==> src/rtl/up_axi4l_master_pkg.sv <==
// Shared types and helpers for the up_axi4l_master register-access bridge.
// Holds the FSM state encoding, AXI response codes and address/response helpers.
// No logic of its own; imported by the master.
package up_axi4l_master_pkg;

  typedef enum logic [2:0] {
    ST_IDLE,
    ST_WR,
    ST_WR_RESP,
    ST_RD_ADDR,
    ST_RD_DATA
  } up_axi4l_state_t;

  localparam logic [1:0] AXI_RESP_OKAY   = 2'b00;
  localparam logic [1:0] AXI_RESP_SLVERR = 2'b10;
  localparam logic [1:0] AXI_RESP_DECERR = 2'b11;

  // Word address to byte address; the 32-bit sum wraps naturally.
  function automatic logic [31:0] up_byte_addr(input logic [31:0] base, input logic [31:0] word);
    return base + (word << 2);
  endfunction

  // SLVERR and DECERR both flag an error; OKAY/EXOKAY do not.
  function automatic logic resp_is_err(input logic [1:0] resp);
    return (resp == AXI_RESP_SLVERR) || (resp == AXI_RESP_DECERR);
  endfunction

endpackage

==> src/rtl/up_axi4l_master.sv <==
// AXI4-Lite master bridging single-word up_wr/up_rd requests onto AW/W/B and AR/R.
// Latency: VALIDs one cycle after request; ack one cycle after the B or R handshake.
// Backpressure: one transaction in flight plus one queued read; requests while busy are dropped.
//
// Ports: aclk/aresetn (sync, active-low); up_wr_* / up_rd_* request side with one-cycle
// ack/err pulses; busy; m_axi_* AXI4-Lite master (32-bit addr/data, 4-bit strb).
// Optional watchdog: define UP_AXI4L_MASTER_TIMEOUT_EN to abort after C_TIMEOUT cycles.
module up_axi4l_master
  import up_axi4l_master_pkg::*;
#(
  parameter int          C_ADDR_WIDTH = 10,
  parameter int          C_DATA_WIDTH = 32,
  parameter logic [31:0] C_BASE_ADDR  = 32'h0000_0000,
  parameter int          C_TIMEOUT    = 1024
) (
  input  logic                    aclk,
  input  logic                    aresetn,
  input  logic [C_ADDR_WIDTH-1:0] up_wr_addr,
  input  logic                    up_wr_req,
  input  logic [3:0]              up_wr_be,
  input  logic [C_DATA_WIDTH-1:0] up_wr_din,
  output logic                    up_wr_ack,
  output logic                    up_wr_err,
  input  logic [C_ADDR_WIDTH-1:0] up_rd_addr,
  input  logic                    up_rd_req,
  output logic [C_DATA_WIDTH-1:0] up_rd_dout,
  output logic                    up_rd_ack,
  output logic                    up_rd_err,
  output logic                    busy,
  output logic [31:0]             m_axi_awaddr,
  output logic [2:0]              m_axi_awprot,
  output logic                    m_axi_awvalid,
  input  logic                    m_axi_awready,
  output logic [31:0]             m_axi_wdata,
  output logic [3:0]              m_axi_wstrb,
  output logic                    m_axi_wvalid,
  input  logic                    m_axi_wready,
  input  logic [1:0]              m_axi_bresp,
  input  logic                    m_axi_bvalid,
  output logic                    m_axi_bready,
  output logic [31:0]             m_axi_araddr,
  output logic [2:0]              m_axi_arprot,
  output logic                    m_axi_arvalid,
  input  logic                    m_axi_arready,
  input  logic [31:0]             m_axi_rdata,
  input  logic [1:0]              m_axi_rresp,
  input  logic                    m_axi_rvalid,
  output logic                    m_axi_rready
);

  if (C_DATA_WIDTH != 32 || C_TIMEOUT < 1) begin : g_param_check
    $error("up_axi4l_master: C_DATA_WIDTH must be 32 and C_TIMEOUT >= 1");
  end

  up_axi4l_state_t state;
  logic            rd_pend;
`ifdef UP_AXI4L_MASTER_TIMEOUT_EN
  logic [31:0]     tmo_cnt;
`endif

  assign m_axi_awprot = 3'b000;
  assign m_axi_arprot = 3'b000;

  always_ff @(posedge aclk) begin
    if (!aresetn) begin
      state         <= ST_IDLE;
      rd_pend       <= 1'b0;
      busy          <= 1'b0;
      up_wr_ack     <= 1'b0;
      up_wr_err     <= 1'b0;
      up_rd_ack     <= 1'b0;
      up_rd_err     <= 1'b0;
      up_rd_dout    <= '0;
      m_axi_awaddr  <= '0;
      m_axi_awvalid <= 1'b0;
      m_axi_wdata   <= '0;
      m_axi_wstrb   <= '0;
      m_axi_wvalid  <= 1'b0;
      m_axi_bready  <= 1'b0;
      m_axi_araddr  <= '0;
      m_axi_arvalid <= 1'b0;
      m_axi_rready  <= 1'b0;
`ifdef UP_AXI4L_MASTER_TIMEOUT_EN
      tmo_cnt       <= '0;
`endif
    end else begin
      up_wr_ack <= 1'b0;
      up_wr_err <= 1'b0;
      up_rd_ack <= 1'b0;
      up_rd_err <= 1'b0;
`ifdef UP_AXI4L_MASTER_TIMEOUT_EN
      tmo_cnt <= (state == ST_IDLE) ? '0 : tmo_cnt + 32'd1;
`endif

      case (state)
        ST_IDLE: begin
          if (up_wr_req) begin
            m_axi_awaddr  <= up_byte_addr(C_BASE_ADDR, 32'(up_wr_addr));
            m_axi_wdata   <= up_wr_din;
            m_axi_wstrb   <= up_wr_be;
            m_axi_awvalid <= 1'b1;
            m_axi_wvalid  <= 1'b1;
            busy          <= 1'b1;
            state         <= ST_WR;
            // A simultaneous read waits behind the write.
            if (up_rd_req) begin
              rd_pend      <= 1'b1;
              m_axi_araddr <= up_byte_addr(C_BASE_ADDR, 32'(up_rd_addr));
            end
          end else if (up_rd_req) begin
            m_axi_araddr  <= up_byte_addr(C_BASE_ADDR, 32'(up_rd_addr));
            m_axi_arvalid <= 1'b1;
            busy          <= 1'b1;
            state         <= ST_RD_ADDR;
          end
        end

        ST_WR: begin
          if (m_axi_awvalid && m_axi_awready) m_axi_awvalid <= 1'b0;
          if (m_axi_wvalid && m_axi_wready)   m_axi_wvalid  <= 1'b0;
          // Each channel is done if already dropped or handshaking now.
          if ((!m_axi_awvalid || m_axi_awready) && (!m_axi_wvalid || m_axi_wready)) begin
            m_axi_bready <= 1'b1;
            state        <= ST_WR_RESP;
          end
        end

        ST_WR_RESP: begin
          if (m_axi_bvalid) begin
            m_axi_bready <= 1'b0;
            up_wr_ack    <= 1'b1;
            up_wr_err    <= resp_is_err(m_axi_bresp);
            if (rd_pend) begin
              // ARVALID is raised from ST_RD_ADDR, one cycle after this ack.
              rd_pend <= 1'b0;
              state   <= ST_RD_ADDR;
`ifdef UP_AXI4L_MASTER_TIMEOUT_EN
              tmo_cnt <= '0;
`endif
            end else begin
              busy  <= 1'b0;
              state <= ST_IDLE;
            end
          end
        end

        ST_RD_ADDR: begin
          if (!m_axi_arvalid) begin
            m_axi_arvalid <= 1'b1;
          end else if (m_axi_arready) begin
            m_axi_arvalid <= 1'b0;
            m_axi_rready  <= 1'b1;
            state         <= ST_RD_DATA;
          end
        end

        ST_RD_DATA: begin
          if (m_axi_rvalid) begin
            m_axi_rready <= 1'b0;
            up_rd_dout   <= m_axi_rdata;
            up_rd_ack    <= 1'b1;
            up_rd_err    <= resp_is_err(m_axi_rresp);
            busy         <= 1'b0;
            state        <= ST_IDLE;
          end
        end

        default: state <= ST_IDLE;
      endcase

`ifdef UP_AXI4L_MASTER_TIMEOUT_EN
      // Watchdog abort, unless the transaction is completing this very cycle.
      if (state != ST_IDLE && tmo_cnt == 32'(C_TIMEOUT - 1) &&
          !(state == ST_WR_RESP && m_axi_bvalid) &&
          !(state == ST_RD_DATA && m_axi_rvalid)) begin
        m_axi_awvalid <= 1'b0;
        m_axi_wvalid  <= 1'b0;
        m_axi_bready  <= 1'b0;
        m_axi_arvalid <= 1'b0;
        m_axi_rready  <= 1'b0;
        if (state == ST_WR || state == ST_WR_RESP) begin
          up_wr_ack <= 1'b1;
          up_wr_err <= 1'b1;
          if (rd_pend) begin
            rd_pend <= 1'b0;
            state   <= ST_RD_ADDR;
            tmo_cnt <= '0;
          end else begin
            busy  <= 1'b0;
            state <= ST_IDLE;
          end
        end else begin
          up_rd_ack <= 1'b1;
          up_rd_err <= 1'b1;
          busy      <= 1'b0;
          state     <= ST_IDLE;
        end
      end
`endif
    end
  end

endmodule

==> config.mk <==
export PLATFORM = sky130hd
export DESIGN_NAME = up_axi4l_master
export DESIGN_NICKNAME = d
export VERILOG_FILES = /design/src/rtl/up_axi4l_master_pkg.sv /design/src/rtl/up_axi4l_master.sv
export SDC_FILE = /design/constraint.sdc
export NUM_CORES = 1
export LEC_CHECK = 0
export BUFFER_PORTS_ARGS = -buffer_cell sky130_fd_sc_hd__buf_2
export CAP_MARGIN = 5
export CORE_ASPECT_RATIO = 1.1
export CORE_MARGIN = 4
export CORE_UTILIZATION = 46
export CTS_BUF_LIST = sky130_fd_sc_hd__clkbuf_4 sky130_fd_sc_hd__clkbuf_8
export CTS_CLUSTER_SIZE = 40
export DETAILED_ROUTE_END_ITERATION = 6
export PLACE_DENSITY = 0.79
export SYNTH_ARGS = -nofsm -noshare
export SYNTH_HDL_FRONTEND = slang
export SYNTH_SLANG_ARGS = --single-unit
==> constraint.sdc <==
create_clock -name aclk -period 1.9 [get_ports aclk]
set_input_delay 0.095 -clock aclk [delete_from_list [all_inputs] [get_ports aclk]]
set_output_delay 0.095 -clock aclk [all_outputs]
set_load 0.02 [all_outputs]
* After elaboration in Yosys (flattened, before gate mapping)
Cells that the tools add are included.
** Word-level totals
- Flip-flop bits (word level) :: 102
- Output and inout port bits :: 148
- Input port bits :: 101
** Operators by class
- Reductions and logical operators :: 31
- Equality and inequality tests :: 20
- Muxes and demuxes :: 34
** Operator list (number)
- 2-bit inequality test (second input constant) :: 11
- 3-bit 2-to-1 mux :: 7
- 1-bit 2-to-1 mux :: 18
- 3-bit AND reduction :: 6
- 3-bit case mux with 5 select lines :: 1
- 1-bit case mux with 2 select lines :: 6
- 2-bit AND reduction :: 5
- 2-bit nonzero test :: 5
- 2-bit == test (second input constant) :: 4
- 4-bit AND reduction :: 2
- 3-bit by 2-bit == test with 1-bit output (second input constant) :: 2
- 6-bit AND reduction :: 1
- 5-bit AND reduction :: 1
- 1-bit logical OR :: 4
- 3-bit by 1-bit == test with 1-bit output (second input constant) :: 1
- 3-bit == test (second input constant) :: 1
- 1-bit logical AND :: 3
- 3-bit zero test :: 1
- 3-bit inequality test (second input constant) :: 1
- 1-bit case mux with 3 select lines :: 1
- 3-bit nonzero test :: 1
- 1-bit zero test :: 2
- 2-bit 2-to-1 mux :: 1

* Logic depth before layout (Yosys ltp)
Gate-level depths: netlist of the first run.
- Word-level depth :: 5
- Mapped depth :: 7
- Mapped depth without buffers :: 4

* Worst setup path before layout of the first run
Ideal clock, no wire load.
- Path kind :: register to register
- Start point :: register state[1]
- End point :: register m_axi_araddr[10]
- Library setup time :: 116 ps
- Stages on the path, launching flop included :: 6
- Data arrival time :: 1205 ps
- Data required time :: 1784 ps
- Clock period less this slack :: 1321 ps
- Setup slack :: 579 ps
- Path buffers :: 2
- Cell sequence :: dfxtp_1 -> buf_6 -> or4b_4 -> buf_4 -> nand2_1 -> a21boi_1
** Between the ends
- Longest elaborated chain between the ends :: 2
** Ends and longest elaborated chain
- start: declaration :: RTL line up_axi4l_master.sv:55 : up_axi4l_state_t state;
- start signal: assignment :: RTL line up_axi4l_master.sv:66 : state <= ST_IDLE;
- start signal: assignment :: RTL line up_axi4l_master.sv:104 : state <= ST_WR;
- start signal: assignment :: RTL line up_axi4l_master.sv:114 : state <= ST_RD_ADDR;
- 3-bit zero test :: RTL line up_axi4l_master.sv:95 : case (state)
- 2-bit AND reduction (no source line)
- end signal: assignment :: RTL line up_axi4l_master.sv:108 : m_axi_araddr <= up_byte_addr(C_BASE_ADDR, 32'(up_rd_addr));
- end signal: assignment :: RTL line up_axi4l_master.sv:111 : m_axi_araddr <= up_byte_addr(C_BASE_ADDR, 32'(up_rd_addr));
- end: declaration :: RTL line up_axi4l_master.sv:41 : output logic [31:0] m_axi_araddr,
Every way passes these cells.
A chain may end at the register's enable or synchronous reset.

* Final worst setup path of the first run
- Start point :: register state[1]
- End point :: register up_rd_dout[5]
** Between the ends
- Longest elaborated chain between the ends :: 2
** Ends and longest elaborated chain
- 3-bit == test :: RTL line up_axi4l_master.sv:95
- 2-bit AND reduction (no source line)
- end signal: assignment :: RTL line up_axi4l_master.sv:160 : up_rd_dout <= m_axi_rdata;
- end: declaration :: RTL line up_axi4l_master.sv:26 : output logic [C_DATA_WIDTH-1:0] up_rd_dout,
Every way passes these cells.

==> results of run 1 <==
timing repair:
action	4_1_cts	5_1_grt
hold endpoints to repair	84	0
setup endpoints to repair	0	0
hold buffers	84	0
cell usage in the layout, fill, tap and decap left out, types with 3 or more instances in the layout:
master,netlist,layout
dlygate4sd3_1,0,84
clkbuf_8,0,12
conb_1,1,50
a21boi_0,42,42
nor2b_1,7,7
buf_12,0,5
nor2_1,3,3
buf_2,10,196
and2_1,7,6
dfxtp_1,102,102
nand3b_1,3,3
buf_4,53,5
nor3_1,3,3
a21oi_1,3,3
nand2_1,184,183
a21boi_1,48,48
worst min-delay path: stages:
cell and delay [ns]:
buf_2 0.09, nand2_1 0.04, a21boi_0 0.08
where the power goes:
group          total (mW)  internal (mW)  switching, mW  leakage [nW]
combinational        2.05          0.797           1.25          2.02
sequential           2.57           2.41          0.159         0.831
clock                1.27          0.584          0.687        0.0948
total                5.89           3.79           2.10          2.94
layer usage:
layer	share of wire [%]	wire length [um]	GRT usage (%)
met1	38	4930	23.1
met2	50	6500	40.2
met3	8.5	1100	6.04
met4	3.3	421	11.1
met5	0	0	0
per-stage QoR:
step / total power [mW] / cells
after floorplan: 4.03 / 564
after global placement: 4.45 / 803
after detailed placement: 4.51 / 803
after CTS: 5.90 / 901
after global routing: 6.22 / 902
final: 5.89 / 902
layout make-up:
| cell class | instances | share of cell area (%) |
|---|---|---|
| sequential | 102 | 32.6 |
| timing repair buffer | 290 | 31.3 |
| multi-input combinational | 378 | 30.9 |
| clock buffer | 13 | 2.76 |
| tap | 117 | 2.34 |
| clock inverter | 1 | 0.0800 |
| antenna | 1 | 0.0400 |
worst paths after layout:
kind | slack [ns] | start | endpoint
max | 0.26 | state[1] | up_rd_dout[5]
min | 0.01 | up_wr_din[11] | m_axi_wdata[11]
max reg2reg | 0.26 | state[1] | up_rd_dout[5]
min reg2reg | 0.45 | m_axi_araddr[4] | m_axi_araddr[4]
cell families after synthesis:
| kind of cell | after synthesis | synth area share [%] |
|---|---|---|
| AO/OA/AOI/OAI | 108 | 18.5 |
| AND/OR/NAND/NOR | 218 | 20.9 |
| buffers and inverters | 84 | 13.4 |
| multiplexers | 2 | 0.458 |
| flip-flops | 102 | 46.7 |
| other | 1 | 0.0858 |
state kept, by name (all words and copies together) (netlist names):
signal,cells
m_axi_wdata,32
up_rd_dout,32
m_axi_araddr,10
m_axi_awaddr,10
m_axi_wstrb,4
state,3
busy,1
m_axi_arvalid,1
m_axi_awvalid,1
m_axi_bready,1
m_axi_rready,1
m_axi_wvalid,1
rd_pend,1
up_rd_ack,1
up_rd_err,1
up_wr_ack,1
up_wr_err,1
==> results.txt, run 1 <==
Worst-Margin Slew - 0.508 ns
Yosys top cell area share - 46.7%
Total global-route track usage - 22.0%
Ys Warns - 0
Hold WC Path Type - in2reg
Top_reg_cell synth - dfxtp_1
Layout fillers - 701
First-pass GRT wire length - 19.5 mm
Crit-path max FO - 23
WHS Path Cells - 3
Drt total wl - 12.9 mm
Final core occ - 67.3%
Grt ovf - 0
Setup ws final - 0.258 ns
Largest cells by area after synthesis - dfxtp_1 47%, nand2_1 16%, buf_4 9.1%, a21boi_1 8.2%, a21boi_0 7.2%
Routability Congestion - 0.756
IO Port Bufs - 196
Critical Path Source Type - register
Reg2Reg Depth - 5
Synth area leader - dfxtp_1
WP buf/inv - 1
Vias in the first global route - 4226
Fin crit share - 86.4%
Slew Limit Fails - 0
Syn avg cell area - 8.49 um^2
Worst-case clock buffer depth - 2
Critical-path top delay cell - and3_1
Min cycle time layout - 1.64 ns
Io pins - 249
Drt wl/cell - 14.4 um
Pwr per Cell Area - 941 nW/um^2
DRT Pass-1 Iters - 4
Area Growth Syn to Fin - 43.1%
Die ar. - 11100 um^2
Post-Syn Instances - 515
Clk_lat worst skew - 0.35 ns
Post-DP HPWL - 8.24 mm
P_leak - 2.94 nW
Placed cell area - 5240 um^2
Post-CTS Setup Bufs - 0
Share of layout cells above drive strength 1 - 29.0%
Setup TNS - 0 ns
Root Buffer - clkbuf_8
PostCTS Resize Cnt - 0
Clock Skew - 0.00799 ns
Clock-pin slew on the worst setup and hold paths - 0.09 ns
Critical path depth - 5
Slowest stage delay, CP - 0.51 ns
Netlist cell types - 36
EDFF count, synth - 0
Die X - 101 um
Multi-input logic area - 1930 um^2
Top-count cell post-synth - nand2_1
Status - finished, final reports clean
CP Class - reg2reg
CTS Buf Count - 9
Fmax - 609 MHz
Max Cap Viol - 0
Register area share after synthesis - 46.7%
RSZ-0062 raised after global routing - false
Final net count - 882
Yosys reg bits - 102
Die Ht - 110 um
Post-synth top cells - 184 x nand2_1, 102 x dfxtp_1, 53 x buf_4
H-tree depth - 3
Post-Syn Area - 4370 um^2
Hold slack - 0.0146 ns
Final Cell Area - 6260 um^2
Setup violators final - 0
Final Hold Vio Count - 0
Slew margin rel. - 66.2%
Post-route ant nets - 0
Top delay family on crit path - simple AND/OR/NAND/NOR gates
Worst Path Required - 2.16 ns
CP endpoint kind - register
# DRC - 0
Vias after detailed routing - 4268
CTS tree - yes
Initial Util - 47.0%
Pin count of the biggest net entering global routing - 59
CP Cell Sequence - nor2_1, and3_1, buf_12, nand2_1, a21boi_0
Row cnt - 37
Initial antenna violation count - 1
Core Footprint - 9310 um^2
Critical path arrival - 1.90 ns
TritonCTS Sinks - 102
Max VDD drop - 0.000600 V
Reg area - 2040 um^2
Iteration-0 DRC Markers - 133
Pre-CTS WS - 0.288 ns
Vias per cell - 4.73
Asr flop ratio synth - 0%
Note: power is estimated with default switching activity, not from simulation.
==> run 2, diff against run 1 <==
--- a/config.mk
+++ b/config.mk
@@ -9,11 +9,11 @@
 export CAP_MARGIN = 5
 export CORE_ASPECT_RATIO = 1.1
 export CORE_MARGIN = 4
-export CORE_UTILIZATION = 46
-export CTS_BUF_LIST = sky130_fd_sc_hd__clkbuf_4 sky130_fd_sc_hd__clkbuf_8
+export CORE_UTILIZATION = 35
+export CTS_BUF_LIST = sky130_fd_sc_hd__clkbuf_8
 export CTS_CLUSTER_SIZE = 40
 export DETAILED_ROUTE_END_ITERATION = 6
-export PLACE_DENSITY = 0.79
+export PLACE_DENSITY = 0.62
 export SYNTH_ARGS = -nofsm -noshare
 export SYNTH_HDL_FRONTEND = slang
 export SYNTH_SLANG_ARGS = --single-unit
==> constraint.sdc (replaced) <==
create_clock -name aclk -period 2.1 [get_ports aclk]
set_input_delay 0.105 -clock aclk [delete_from_list [all_inputs] [get_ports aclk]]
set_output_delay 0.105 -clock aclk [all_outputs]
set_load 0.02 [all_outputs]
==> run 2 against run 1 <==
Effect of this change:
- setup slack improved by 0.072 ns
- wire length decreased by 3.3%
- via count decreased by 1.2%
- flip-flop and latch count unchanged
- sequential share of layout area decreased by 0.61 points
- die area increased by 29%
- critical path type unchanged
- maximum frequency decreased by 7.2%
==> results.txt, run 2 (synthesized netlist as in run 1, its figures left out) <==
P_leak - 2.97 nW (+1.0%)
Fin crit share - 84.3% (-2.1 points)
TritonCTS Sinks - 102 (unchanged)
Max Cap Viol - 0 (unchanged)
Critical path arrival - 2.04 ns (+0.14 ns)
Slew Limit Fails - 0 (unchanged)
Top flop regs - m_axi_wdata (32), up_rd_dout (32)
IO Port Bufs - 196 (unchanged)
CP Class - reg2reg
# DRC - 0 (unchanged)
Critical Path Source Type - register
Io pins - 249 (unchanged)
Min cycle time layout - 1.77 ns (+0.128 ns)
Slowest stage delay, CP - 0.65 ns (+0.14 ns)
Max VDD drop - 0.000370 V (-38%)
Post-DP HPWL - 8.41 mm (+2.1%)
Hold Path Sink - rd_pend
Critical-path top delay cell - dfxtp_1
Placed cell area - 5260 um^2 (+0.31%)
WHS Path Cells - 3 (unchanged)
Worst-Margin Slew - 0.616 ns (+0.109 ns)
Setup TNS - 0 ns (unchanged)
Vias after detailed routing - 4217 (-1.2%)
Final cell count without fillers - 946 (+4.9%)
CTS tree - yes
Initial antenna violation count - 0 (-1)
Most frequent cells in the layout - 196 x buf_2, 183 x nand2_1, 102 x dfxtp_1
Final Cell Area - 6380 um^2 (+1.9%)
CTS Buf Count - 9 (unchanged)
Worst-case clock buffer depth - 2 (unchanged)
Routability Congestion - 0.756 (about the same)
Iteration-0 DRC Markers - 193 (+45%)
DRT Pass-1 Iters - 5 (+1)
Final Hold Vio Count - 0 (unchanged)
Root Buffer - clkbuf_8
H-tree depth - 3 (unchanged)
Clock-pin slew on the worst setup and hold paths - 0.09 ns (about the same)
Reg-to-reg critical path startpoint - state[2]
Worst Path Required - 2.37 ns (+0.21 ns)
Setup ws final - 0.330 ns (+0.0720 ns)
Share of layout cells above drive strength 1 - 28.8% (-0.17 points)
Die Ht - 125 um (+14%)
Reg2reg setup slack - 0.33 ns (+0.07 ns)
Drt wl/cell - 13.2 um (-7.8%)
Row cnt - 42 (+14%)
Fmax - 565 MHz (-7.2%)
Post-route ant nets - 0 (unchanged)
Final net count - 889 (+0.79%)
Pwr per Cell Area - 861 nW/um^2 (-8.5%)
Total global-route track usage - 16.6% (-5.4 points)
Crit-path max FO - 23 (unchanged)
Drt total wl - 12.5 mm (-3.3%)
Commonest non-fill, non-tap cell in the layout - buf_2
Die X - 115 um (+13%)
Hold WC Path Type - in2reg
Clk_lat worst skew - 0.35 ns (about the same)
CP Cell Sequence - and3_1, buf_12, nand2_1, a21boi_0
Worst flop-to-flop path endpoint - up_rd_dout[12]
Min-delay src - up_rd_req
Layout fillers - 1109 (+58%)
Clock Skew - 0.0110 ns (+0.00296 ns)
CP endpoint kind - register
Grt ovf - 0 (unchanged)
First-pass GRT wire length - 19.5 mm (+0.25%)
# diodes - 0 (-1)
PostCTS Resize Cnt - 0 (unchanged)
Slew margin rel. - 58.9% (-7.2 points)
Setup violators final - 0 (unchanged)
Initial Util - 36.0% (-11 points)
Hold slack - 0.0318 ns (+0.0172 ns)
Status - finished, final reports clean
Vias per cell - 4.46 (-5.8%)
Die ar. - 14300 um^2 (+29%)
Placed insts - 841 (+4.7%)
RSZ-0062 raised after global routing - false
Area Growth Syn to Fin - 45.9%
Pin count of the biggest net entering global routing - 46 (-22%)
Reg2Reg Depth - 4 (-1)
Post-CTS Setup Bufs - 0 (unchanged)
Core Footprint - 12100 um^2 (+30%)
Pre-CTS WS - 0.362 ns (+0.0734 ns)
Vias in the first global route - 4086 (-3.3%)
==> run 2: cell count changes in the layout (fill, tap and decap cells not counted), sizes merged <==
cell	previous run	this run
diode	1	0
clkinv	1	0
clkinvlp	0	1
inv	0	1
bufinv	0	2
dlygate4sd3	84	90
buf	206	207
clkbuf	13	11
==> run 2: timing repair <==
action	in CTS	in global routing
hold endpoints to repair	90	0
hold buffers	90	0
endpoints found under the setup margin	0	0
==> run 2: area by class of cell <==
cell class,count,area (um^2),share of cell area [%]
clock inverter,4,71.3,1.12
multi-input combinational,378,1930,30.3
clock buffer,11,151,2.37
timing repair buffer,297,1990,31.2
sequential,102,2040,32.0
tap,154,193,3.02
==> run 2: layer usage <==
layer	track usage (%)	vias to the layer above	share of wire [%]
li1	-	2106	-
met1	19.1	1932	40
met2	29.8	163	50
met3	3.48	16	8.2
met4	6.36	0	1.7
met5	0	-	0
==> run 2: worst max path at each step <==
| stage | from | to | slack, ns | depth (start not counted) |
|---|---|---|---|---|
| 2_1_floorplan | state[1] | m_axi_araddr[10] | 0.78 | 5 |
| 3_3_place_gp | state[2] | up_rd_dout[10] | 0.50 | 4 |
| 3_5_place_dp | state[2] | up_rd_dout[12] | 0.36 | 4 |
| 4_1_cts | state[2] | up_rd_dout[12] | 0.33 | 4 |
| 5_1_grt | state[2] | up_rd_dout[12] | 0.18 | 4 |
| 6_report | state[2] | up_rd_dout[12] | 0.33 | 4 |
==> run 2: report_power, final <==
part	switching [mW]	internal, mW
Sequential	0.155	2.18
Combinational	1.10	0.696
Clock	0.636	0.727
Total	1.89	3.61
==> run 2: metrics by stage <==
stage | util (%) | total power [mW]
floorplan | - | 3.64
global placement | 43.3 | 4.01
detailed placement | 43.3 | 4.06
CTS | 52.5 | 5.57
global route | 52.5 | 5.84
finish | 52.5 | 5.49
==> run 2: worst max-delay path: cells and delay by family (launching register included) <==
family	cells	cell delay (ns)
flip-flops	1	0.65
AND/OR/NAND/NOR	2	0.63
buffers and inverters	1	0.23
AO/OA/AOI/OAI	1	0.17
==> run 3, diff against run 2 <==
--- a/config.mk
+++ b/config.mk
@@ -13,7 +13,7 @@
 export CTS_BUF_LIST = sky130_fd_sc_hd__clkbuf_8
 export CTS_CLUSTER_SIZE = 40
 export DETAILED_ROUTE_END_ITERATION = 6
-export PLACE_DENSITY = 0.62
+export PLACE_DENSITY = 0.65
 export SYNTH_ARGS = -nofsm -noshare
 export SYNTH_HDL_FRONTEND = slang
 export SYNTH_SLANG_ARGS = --single-unit
==> constraint.sdc (replaced) <==
create_clock -name aclk -period 1.6 [get_ports aclk]
set_input_delay 0.08 -clock aclk [delete_from_list [all_inputs] [get_ports aclk]]
set_output_delay 0.08 -clock aclk [all_outputs]
set_load 0.02 [all_outputs]
==> run 3 against run 2 <==
Effect of this change:
- worst hold slack improved by 0.051 ns
- clock-buffer cell count fell by 1
- critical path type unchanged
- non-clock buffer count increased by 3
- largest power group unchanged
- critical endpoint is now m_axi_wdata[8]
- core utilization is 0.25 points higher
==> results.txt, run 3 (synthesized netlist as in run 1, its figures left out) <==
Status - finished, final reports clean
CTS tree - yes
P_leak - 2.98 nW (+0.34%)
Grt ovf - 0 (unchanged)
Io pins - 249 (unchanged)
Post-DP HPWL - 8.20 mm (-2.5%)
Clock Skew - 0.0131 ns (+0.00213 ns)
Critical-path top delay cell - dfxtp_1
First-pass GRT wire length - 20.0 mm (+2.3%)
Setup TNS - 0 ns (unchanged)
Die ar. - 14300 um^2 (unchanged)
H-tree depth - 3 (unchanged)
Max VDD drop - 0.000760 V (+110%)
CTS Buf Count - 9 (unchanged)
Final cell count without fillers - 950 (+0.42%)
Vias after detailed routing - 4219 (+0.047%)
WHS Path Cells - 3 (unchanged)
Pwr per Cell Area - 1110 nW/um^2 (+29%)
Fin crit share - 88.1% (+3.8 points)
Vias in the first global route - 4245 (+3.9%)
Iteration-0 DRC Markers - 153 (-21%)
TritonCTS Sinks - 102 (unchanged)
Initial antenna violation count - 0 (unchanged)
Min-delay src - m_axi_bvalid
Core Footprint - 12100 um^2 (unchanged)
Area Growth Syn to Fin - 46.6%
Layout fillers - 1089 (-1.8%)
# DRC - 0 (unchanged)
Post-route ant nets - 0 (unchanged)
Row cnt - 42 (unchanged)
Critical path arrival - 1.67 ns (-0.37 ns)
Routability Congestion - 0.747 (-1.2%)
Die Ht - 125 um (unchanged)
PostCTS Resize Cnt - 0 (unchanged)
Critical path launch point - state[0]
DRT Pass-1 Iters - 5 (unchanged)
Initial Util - 36.0% (unchanged)
Top delay family on crit path - simple AND/OR/NAND/NOR gates
Fmax - 710 MHz (+26%)
Top flop regs - m_axi_wdata (32), up_rd_dout (32)
Clock-pin slew on the worst setup and hold paths - 0.10 ns (about the same)
Root Buffer - clkbuf_8
Vias per cell - 4.44 (-0.37%)
WP buf/inv - 1 (unchanged)
Commonest non-fill, non-tap cell in the layout - buf_2
# diodes - 0 (unchanged)
Die X - 115 um (unchanged)
Critical path depth - 5 (+1)
Min cycle time layout - 1.41 ns (-0.361 ns)
Slowest stage delay, CP - 0.35 ns (-0.30 ns)
Total global-route track usage - 17.0% (+0.40 points)
Pin count of the biggest net entering global routing - 55 (+20%)
Final Hold Vio Count - 0 (unchanged)
IO Port Bufs - 196 (unchanged)
Slew Limit Fails - 0 (unchanged)
CP Cell Sequence - nor3_2, and2_2, buf_12, nand2_1, a21boi_0
Most frequent cells in the layout - 196 x buf_2, 183 x nand2_1, 102 x dfxtp_1
CP endpoint kind - register
Clk_lat worst skew - 0.36 ns (about the same)
Setup violators final - 0 (unchanged)
Share of layout cells above drive strength 1 - 28.9% (+0.11 points)
CP Class - reg2reg
Final net count - 892 (+0.34%)
Placed insts - 842 (+0.12%)
Reg-to-reg critical path startpoint - state[0]
Worst Path Required - 1.86 ns (-0.51 ns)
Crit-path max FO - 23 (unchanged)
Drt wl/cell - 13.1 um (-1.1%)
Hold WC Path Type - in2reg
Drt total wl - 12.4 mm (-0.68%)
RSZ-0062 raised after global routing - false
Max Cap Viol - 0 (unchanged)
Worst-case clock buffer depth - 2 (unchanged)
Reg2Reg Depth - 5 (+1)
Critical Path Source Type - register
[run 3: cell types whose count changed in the layout (fill, tap and decap cells not counted)]
cell	before	now
buf_12	2	4
dlygate4sd3_1	90	92
bufinv_16	2	1
buf_4	9	8
clkinv_4	0	1
clkinvlp_4	1	2
clkinv_2	0	1
clkbuf_8	11	10
[run 3: final cells by class]
cell class                      count  area [um^2]  share of cell area, %
Clock buffer                       10          138                   2.15
Clock inverter                      6         62.6                  0.976
Multi-Input combinational cell    378         1930                   30.1
Sequential cell                   102         2040                   31.9
Tap cell                          154          193                   3.01
Timing Repair Buffer              300         2040                   31.9
[run 3: path summary, 6_finish.rpt]
| check | slack, ns | endpoint |
|---|---|---|
| worst max-delay path | 0.19 | m_axi_wdata[8] |
| worst min register to register | 0.45 | m_axi_wdata[20] |
| worst min-delay path | 0.08 | up_wr_ack |
| worst max register to register | 0.19 | m_axi_wdata[8] |
[run 3: through the flow]
stage / power, mW / cell area (um^2) / worst slack, ns / util (%) / hold slack (ns)
after floorplan: 4.78 / 4560 / 0.279 / - / 0.202
after global placement: 5.33 / 5290 / 0.265 / 43.6 / 0.281
after detailed placement: 5.38 / 5290 / 0.211 / 43.6 / 0.298
after CTS: 7.21 / 6410 / 0.192 / 52.8 / 0.0549
after global routing: 7.61 / 6410 / 0.103 / 52.8 / 0.0777
final: 7.13 / 6410 / 0.191 / 52.8 / 0.0828
[run 3: power by group]
group          total, mW  leakage [nW]  internal, mW  switching [mW]
sequential          3.05         0.831          2.86           0.185
clock               1.63        0.0997         0.761           0.872
combinational       2.45          2.05         0.978            1.47
total               7.13          2.98          4.60            2.52
[run 3: tightest hold or removal path: stages]
cell	delay, ns
buf_2	0.12
nand3b_1	0.13
nor3b_1	0.07
[run 3: what timing repair did]
action | in CTS | in global routing
hold buffers | 92 | 0
buffers inserted | 0 | 0
hold endpoints to repair | 92 | 0
[run 3: routing by layer]
metal,share of wire (%),track usage [%],vias to the layer above,wire length (um)
met5,0,0,-,0
met4,2.9,7.76,0,366
met3,8.8,5.12,29,1100
met2,49,29.5,181,6110
met1,39,18.9,1901,4870
li1,-,-,2108,-
